[src/rtl/game_pkg.sv]
// Shared game-logic types and defaults.
// Damage link FSM states and player hit budget.
package game_pkg;

  typedef enum logic [1:0] {
    ARMED,
    PULSE,
    COOLDOWN,
    DEAD
  } dmg_state_t;

  localparam int DMG_PULSE_CYCLES  = 4;
  localparam int DMG_INVULN_FRAMES = 60;
  localparam int PLAYER_MAX_HITS   = 3;

endpackage

[src/rtl/damage_tx_frame_timer.sv]
// Loadable frame down-counter for the invulnerability window.
// Decrements only while nonzero; zero_next flags the final frame.
module frame_timer #(
  parameter int W    = 6,
  parameter int LOAD = 60
) (
  input  logic         clk,
  input  logic         rst_n,
  input  logic         clr,
  input  logic         load,
  input  logic         dec,
  output logic [W-1:0] cnt_nxt,
  output logic         zero_next
);

  logic [W-1:0] cnt_q, cnt_d;

  always_comb begin
    cnt_d = cnt_q;
    if (clr)
      cnt_d = '0;
    else if (load)
      cnt_d = W'(LOAD);
    else if (dec && cnt_q != '0)
      cnt_d = cnt_q - 1'b1;
  end

  assign cnt_nxt   = cnt_d;
  assign zero_next = dec && !clr && !load
                     && cnt_q == W'(1);

  always_ff @(posedge clk or negedge rst_n) begin
    if (!rst_n)
      cnt_q <= '0;
    else
      cnt_q <= cnt_d;
  end

endmodule

[src/rtl/damage_tx.sv]
// Damage link transmitter: collision level to rate-limited
// damage pulses, invulnerability window, hit count, game over.
module damage_tx
  import game_pkg::*;
#(
  parameter int PULSE_CYCLES  = DMG_PULSE_CYCLES,
  parameter int INVULN_FRAMES = DMG_INVULN_FRAMES,
  parameter int MAX_HITS      = PLAYER_MAX_HITS,
  parameter int HW            = $clog2(MAX_HITS + 1)
) (
  input  logic          clk,
  input  logic          rst_n,
  input  logic          new_frame_in,
  input  logic          hit_in,
  input  logic          clear_in,
  output logic          damage_out,
  output logic          invuln_out,
  output logic          blink_out,
  output logic [HW-1:0] hits_out,
  output logic          game_over_out
);

  localparam int PW = $clog2(PULSE_CYCLES + 1);
  localparam int FW = $clog2(INVULN_FRAMES + 1);

  dmg_state_t state_q, state_d;
  logic [PW-1:0] pulse_q, pulse_d;
  logic [HW-1:0] hits_q, hits_d;
  logic damage_q, damage_d;
  logic invuln_q, invuln_d;
  logic blink_q, blink_d;
  logic over_q, over_d;

  logic          f_load, f_dec, f_zero;
  logic [FW-1:0] f_cnt;
  logic [FW+2:0] f_ext;
  logic          last_pulse, at_max;

  assign last_pulse = pulse_q == PW'(1);
  assign at_max     = hits_q == HW'(MAX_HITS);

  assign f_load = !clear_in && state_q == PULSE
                  && last_pulse && !at_max;
  assign f_dec  = !clear_in && new_frame_in
                  && state_q == COOLDOWN;

  frame_timer #(
    .W    (FW),
    .LOAD (INVULN_FRAMES)
  ) u_frame_timer (
    .clk       (clk),
    .rst_n     (rst_n),
    .clr       (clear_in),
    .load      (f_load),
    .dec       (f_dec),
    .cnt_nxt   (f_cnt),
    .zero_next (f_zero)
  );

  always_comb begin
    state_d = state_q;
    pulse_d = pulse_q;
    hits_d  = hits_q;
    if (clear_in) begin
      state_d = ARMED;
      pulse_d = '0;
      hits_d  = '0;
    end else begin
      unique case (state_q)
        ARMED: begin
          if (hit_in) begin
            state_d = PULSE;
            pulse_d = PW'(PULSE_CYCLES);
            if (!at_max)
              hits_d = hits_q + 1'b1;
          end
        end
        PULSE: begin
          if (pulse_q != '0)
            pulse_d = pulse_q - 1'b1;
          if (last_pulse)
            state_d = at_max ? DEAD : COOLDOWN;
        end
        COOLDOWN: begin
          if (f_zero)
            state_d = ARMED;
        end
        DEAD: ;
        default: state_d = ARMED;
      endcase
    end
  end

  // Outputs follow the next state so they are all flop-driven.
  assign f_ext    = {3'b000, f_cnt};
  assign damage_d = state_d == PULSE;
  assign invuln_d = state_d == PULSE
                    || state_d == COOLDOWN;
  assign blink_d  = state_d == COOLDOWN && f_ext[2];
  assign over_d   = state_d == DEAD;

  always_ff @(posedge clk or negedge rst_n) begin
    if (!rst_n) begin
      state_q  <= ARMED;
      pulse_q  <= '0;
      hits_q   <= '0;
      damage_q <= 1'b0;
      invuln_q <= 1'b0;
      blink_q  <= 1'b0;
      over_q   <= 1'b0;
    end else begin
      state_q  <= state_d;
      pulse_q  <= pulse_d;
      hits_q   <= hits_d;
      damage_q <= damage_d;
      invuln_q <= invuln_d;
      blink_q  <= blink_d;
      over_q   <= over_d;
    end
  end

  assign damage_out    = damage_q;
  assign invuln_out    = invuln_q;
  assign blink_out     = blink_q;
  assign hits_out      = hits_q;
  assign game_over_out = over_q;

endmodule
[config.mk]
export PLATFORM = sky130hd
export DESIGN_NAME = damage_tx
export DESIGN_NICKNAME = d
export VERILOG_FILES = /design/src/rtl/game_pkg.sv /design/src/rtl/damage_tx_frame_timer.sv /design/src/rtl/damage_tx.sv
export SDC_FILE = /design/constraint.sdc
export NUM_CORES = 1
export LEC_CHECK = 0
export ABC_AREA = 0
export CAP_MARGIN = 20
export CORE_MARGIN = 8
export CORE_UTILIZATION = 54
export CTS_CLUSTER_SIZE = 10
export DETAILED_ROUTE_END_ITERATION = 12
export GPL_TIMING_DRIVEN = 0
export PLACE_DENSITY = 0.77
export SLEW_MARGIN = 20
export SYNTH_ARGS = -nofsm -noshare
export SYNTH_HDL_FRONTEND = slang
export SYNTH_SLANG_ARGS = --single-unit
[constraint.sdc]
create_clock -name clk -period 2.32 [get_ports clk]
set_input_delay 0.696 -clock clk [delete_from_list [all_inputs] [get_ports clk]]
set_output_delay 0.696 -clock clk [all_outputs]
set_load 0.005 [all_outputs]
==> qor.csv <==
metric,value,unit
synth_top_family_by_area,simple AND/OR/NAND/NOR gates,
cts_buffer_depth,2,
grtUsageMet1,16.9,%
diodes,0,
drt_iter0_markers,12,
die_area,3500,um^2
max-cap-violations,0,
worst-path-buf-inv,2,
power.switching,154,uW
grt_max_degree,18,
final_cell_mix,"17 x dfrtp_1, 12 x inv_1, 10 x clkdlybuf4s50_1",
path_max_fanout,8,
end_kind,flop,
grt_setup_unrepaired,false,
synth_edf_count,0,
status,"finished, final reports clean",
skew,3.32,ps
post-route-drc-count,0,
synth_nets,114,
critical_path_arrival,2380,ps
crit_slowest_cell,clkdlybuf4s50_1,
viasPerCell,5.83,
avgSynthCellArea,10.1,um^2
fin_crit_sh,94.4,%
final_util,66.7,%
io_buffers,10,
internal_power,427,uW
setup_viol,0,
max_clock_freq,457,MHz
instances_no_fill,139,
synth_ff_type,dfrtp_1,
ios,11,
synthXorXnorAreaFrac,0.871,%
synth_compound_area_share,18.3,%
start_util,57.6,%
power.leakage,0.488,nW
fillers,149,
globalRouteMet2Util,17.0,%
seq_power_share,56.0,%
path_cells,clkdlybuf4s50_1 -> nand4bb_1 -> nor4b_2 -> nor3_1 -> ha_1 -> inv_1 -> a311oi_1,
fp.dieH,59.2,um
ys_seq_area_share,42.3,%
crit_cells,7,
fin_area,1160,um^2
coreArea,1750,um^2
synthSimpleGateAreaFrac,20.5,%
fin_crit,2190,ps
cp_data_required_time,2510,ps
drive_gt1_share,8.77,%
peakVddDrop,413,uV
maxSlewViolCount,0,
final.setup.worst_slack,131,ps
place_hpwl,1450,um
clk_pin_slew,90,ps
top_usage_layer,met2,
clockPowerShare,26.0,%
antenna_found_initial,0,
crit_type,in -> reg,
track_usage,12.3,%
placed_cell_area,1140,um^2
ant_nets,0,
tns,0,ps
critPathMaxStageDelay,610,ps
wl_per_cell,14.0,um
switching_share,26.5,%
cts_buffers,3,
grt-ovfl-total,0,
cts_setup_buffers,0,
detail_route.wirelength,1950,um
die_x,59.2,um
dpl_worst_slack,-152,ps
cts_root_buf,clkbuf_4,
synthMuxAreaShare,0.995,%
grt_pass1_vias,761,
grt_use_met3,3.04,%
ctsResizeCount,0,
clock-sinks,17,
area_growth,15.7,%
rows,15,
fin_nets,129,
clkLatencyLatePin,280,ps
dp_cells,135,
holdPathStages,1,
yosys_register_bits,17,
maxSlewHeadroom,51.2,%
finalHoldViolations,0,
p_per_area,500,nW/um^2
start_kind,input port,
final_common_cell,dfrtp_1,
critPathTopFamily,buffers and inverters,
combPwrFrac,18.0,%
ys_async_sr_fraction,100,%
synthAdderAreaFrac,11.2,%
hold_buffers,0,
tightestPinTransition,730,ps
synth_cells,100,
hold_class,reg -> reg,
gp_congestion,0.807,
cts_htree_levels,1,
netlist_area,1010,um^2
synth_cell_types,36,
cts_tree,yes,
vias,810,
grt_pass1_wl,3360,um
drtPass1Iterations,4,
ys_warn_count,0,
r2r_cells,5,
-- logic make-up (layout without fill, tap and decap cells) --
logic type               after synthesis  count (layout)
AO/OA/AOI/OAI                         26              26
XOR/XNOR                               1               1
adder cells (fa/ha/maj)                9               9
buffers and inverters                 15              29
flip-flops                            17              17
multiplexers                           1               1
AND/OR/NAND/NOR                       31              31
-- per-stage QoR --
stage | power, mW | hold WS [ps]
finish | 0.581 | 548
global route | 0.613 | 596
CTS | 0.588 | 552
detailed placement | 0.435 | 538
global placement | 0.432 | 539
floorplan | 0.390 | 400
-- cell type report --
cell class / count / area, um^2 / share of cell area, %
flip-flops and latches: 17 / 425 / 36.6
repair buffers: 10 / 100 / 8.60
clock buffers: 4 / 26.3 / 2.26
well taps: 25 / 31.3 / 2.69
inverters: 12 / 45.0 / 3.87
plain buffers: 3 / 13.8 / 1.18
multi-input cells: 68 / 522 / 44.8
-- power by group through the flow --
stage | Sequential (mW) | Combinational (mW) | Clock [mW]
4_1_cts | 0.325 | 0.105 | 0.158
3_3_place_gp | 0.330 | 0.102 | 0
3_5_place_dp | 0.331 | 0.104 | 0
2_1_floorplan | 0.328 | 0.0619 | 0
5_1_grt | 0.328 | 0.118 | 0.167
6_report | 0.326 | 0.105 | 0.151
-- synthesized netlist by cell type (3+ instances only) --
| cell type | n | area share, % |
|---|---|---|
| or3_1 | 3 | 1.9 |
| nor3_1 | 4 | 2.0 |
| inv_1 | 12 | 4.5 |
| dfrtp_1 | 17 | 42 |
| o21ai_0 | 4 | 2.0 |
| a21oi_1 | 3 | 1.5 |
| nor2_1 | 5 | 1.9 |
| nor2b_1 | 3 | 1.9 |
| ha_1 | 9 | 11 |
| o211ai_1 | 3 | 2.2 |
| nand3_1 | 3 | 1.5 |
| a31oi_1 | 4 | 2.5 |
-- final timing paths --
path	from	end	slack, ps
max in group asynchronous	rst_n	hits_out[0]$_DFFE_PN0P_	1020
min in group asynchronous	rst_n	u_frame_timer.cnt_q[4]$_DFFE_PN0P_	840
worst max-delay path	clear_in	blink_out$_DFF_PN0_	130
worst max register to register	u_frame_timer.cnt_q[2]$_DFF_PN0_	invuln_out$_DFF_PN0_	390
worst min-delay path	u_frame_timer.cnt_q[0]$_DFFE_PN0P_	u_frame_timer.cnt_q[0]$_DFFE_PN0P_	550
worst min register to register	u_frame_timer.cnt_q[0]$_DFFE_PN0P_	u_frame_timer.cnt_q[0]$_DFFE_PN0P_	550
-- per-layer routing --
layer / wire length [um] / share of wire [%]
met5: 0 / 0
met4: 17 / 0.87
met3: 77 / 4.0
met2: 812 / 42
met1: 1040 / 53
-- state kept, by name, summed over array words and instances, names as in the netlist --
name and cells:
pulse_q 3, game_over_out 1, blink_out 1, invuln_out 1
damage_out 1, state_q 2, u_frame_timer.cnt_q 6, hits_out 2
No activity file was read; power rests on OpenSTA's default activity.
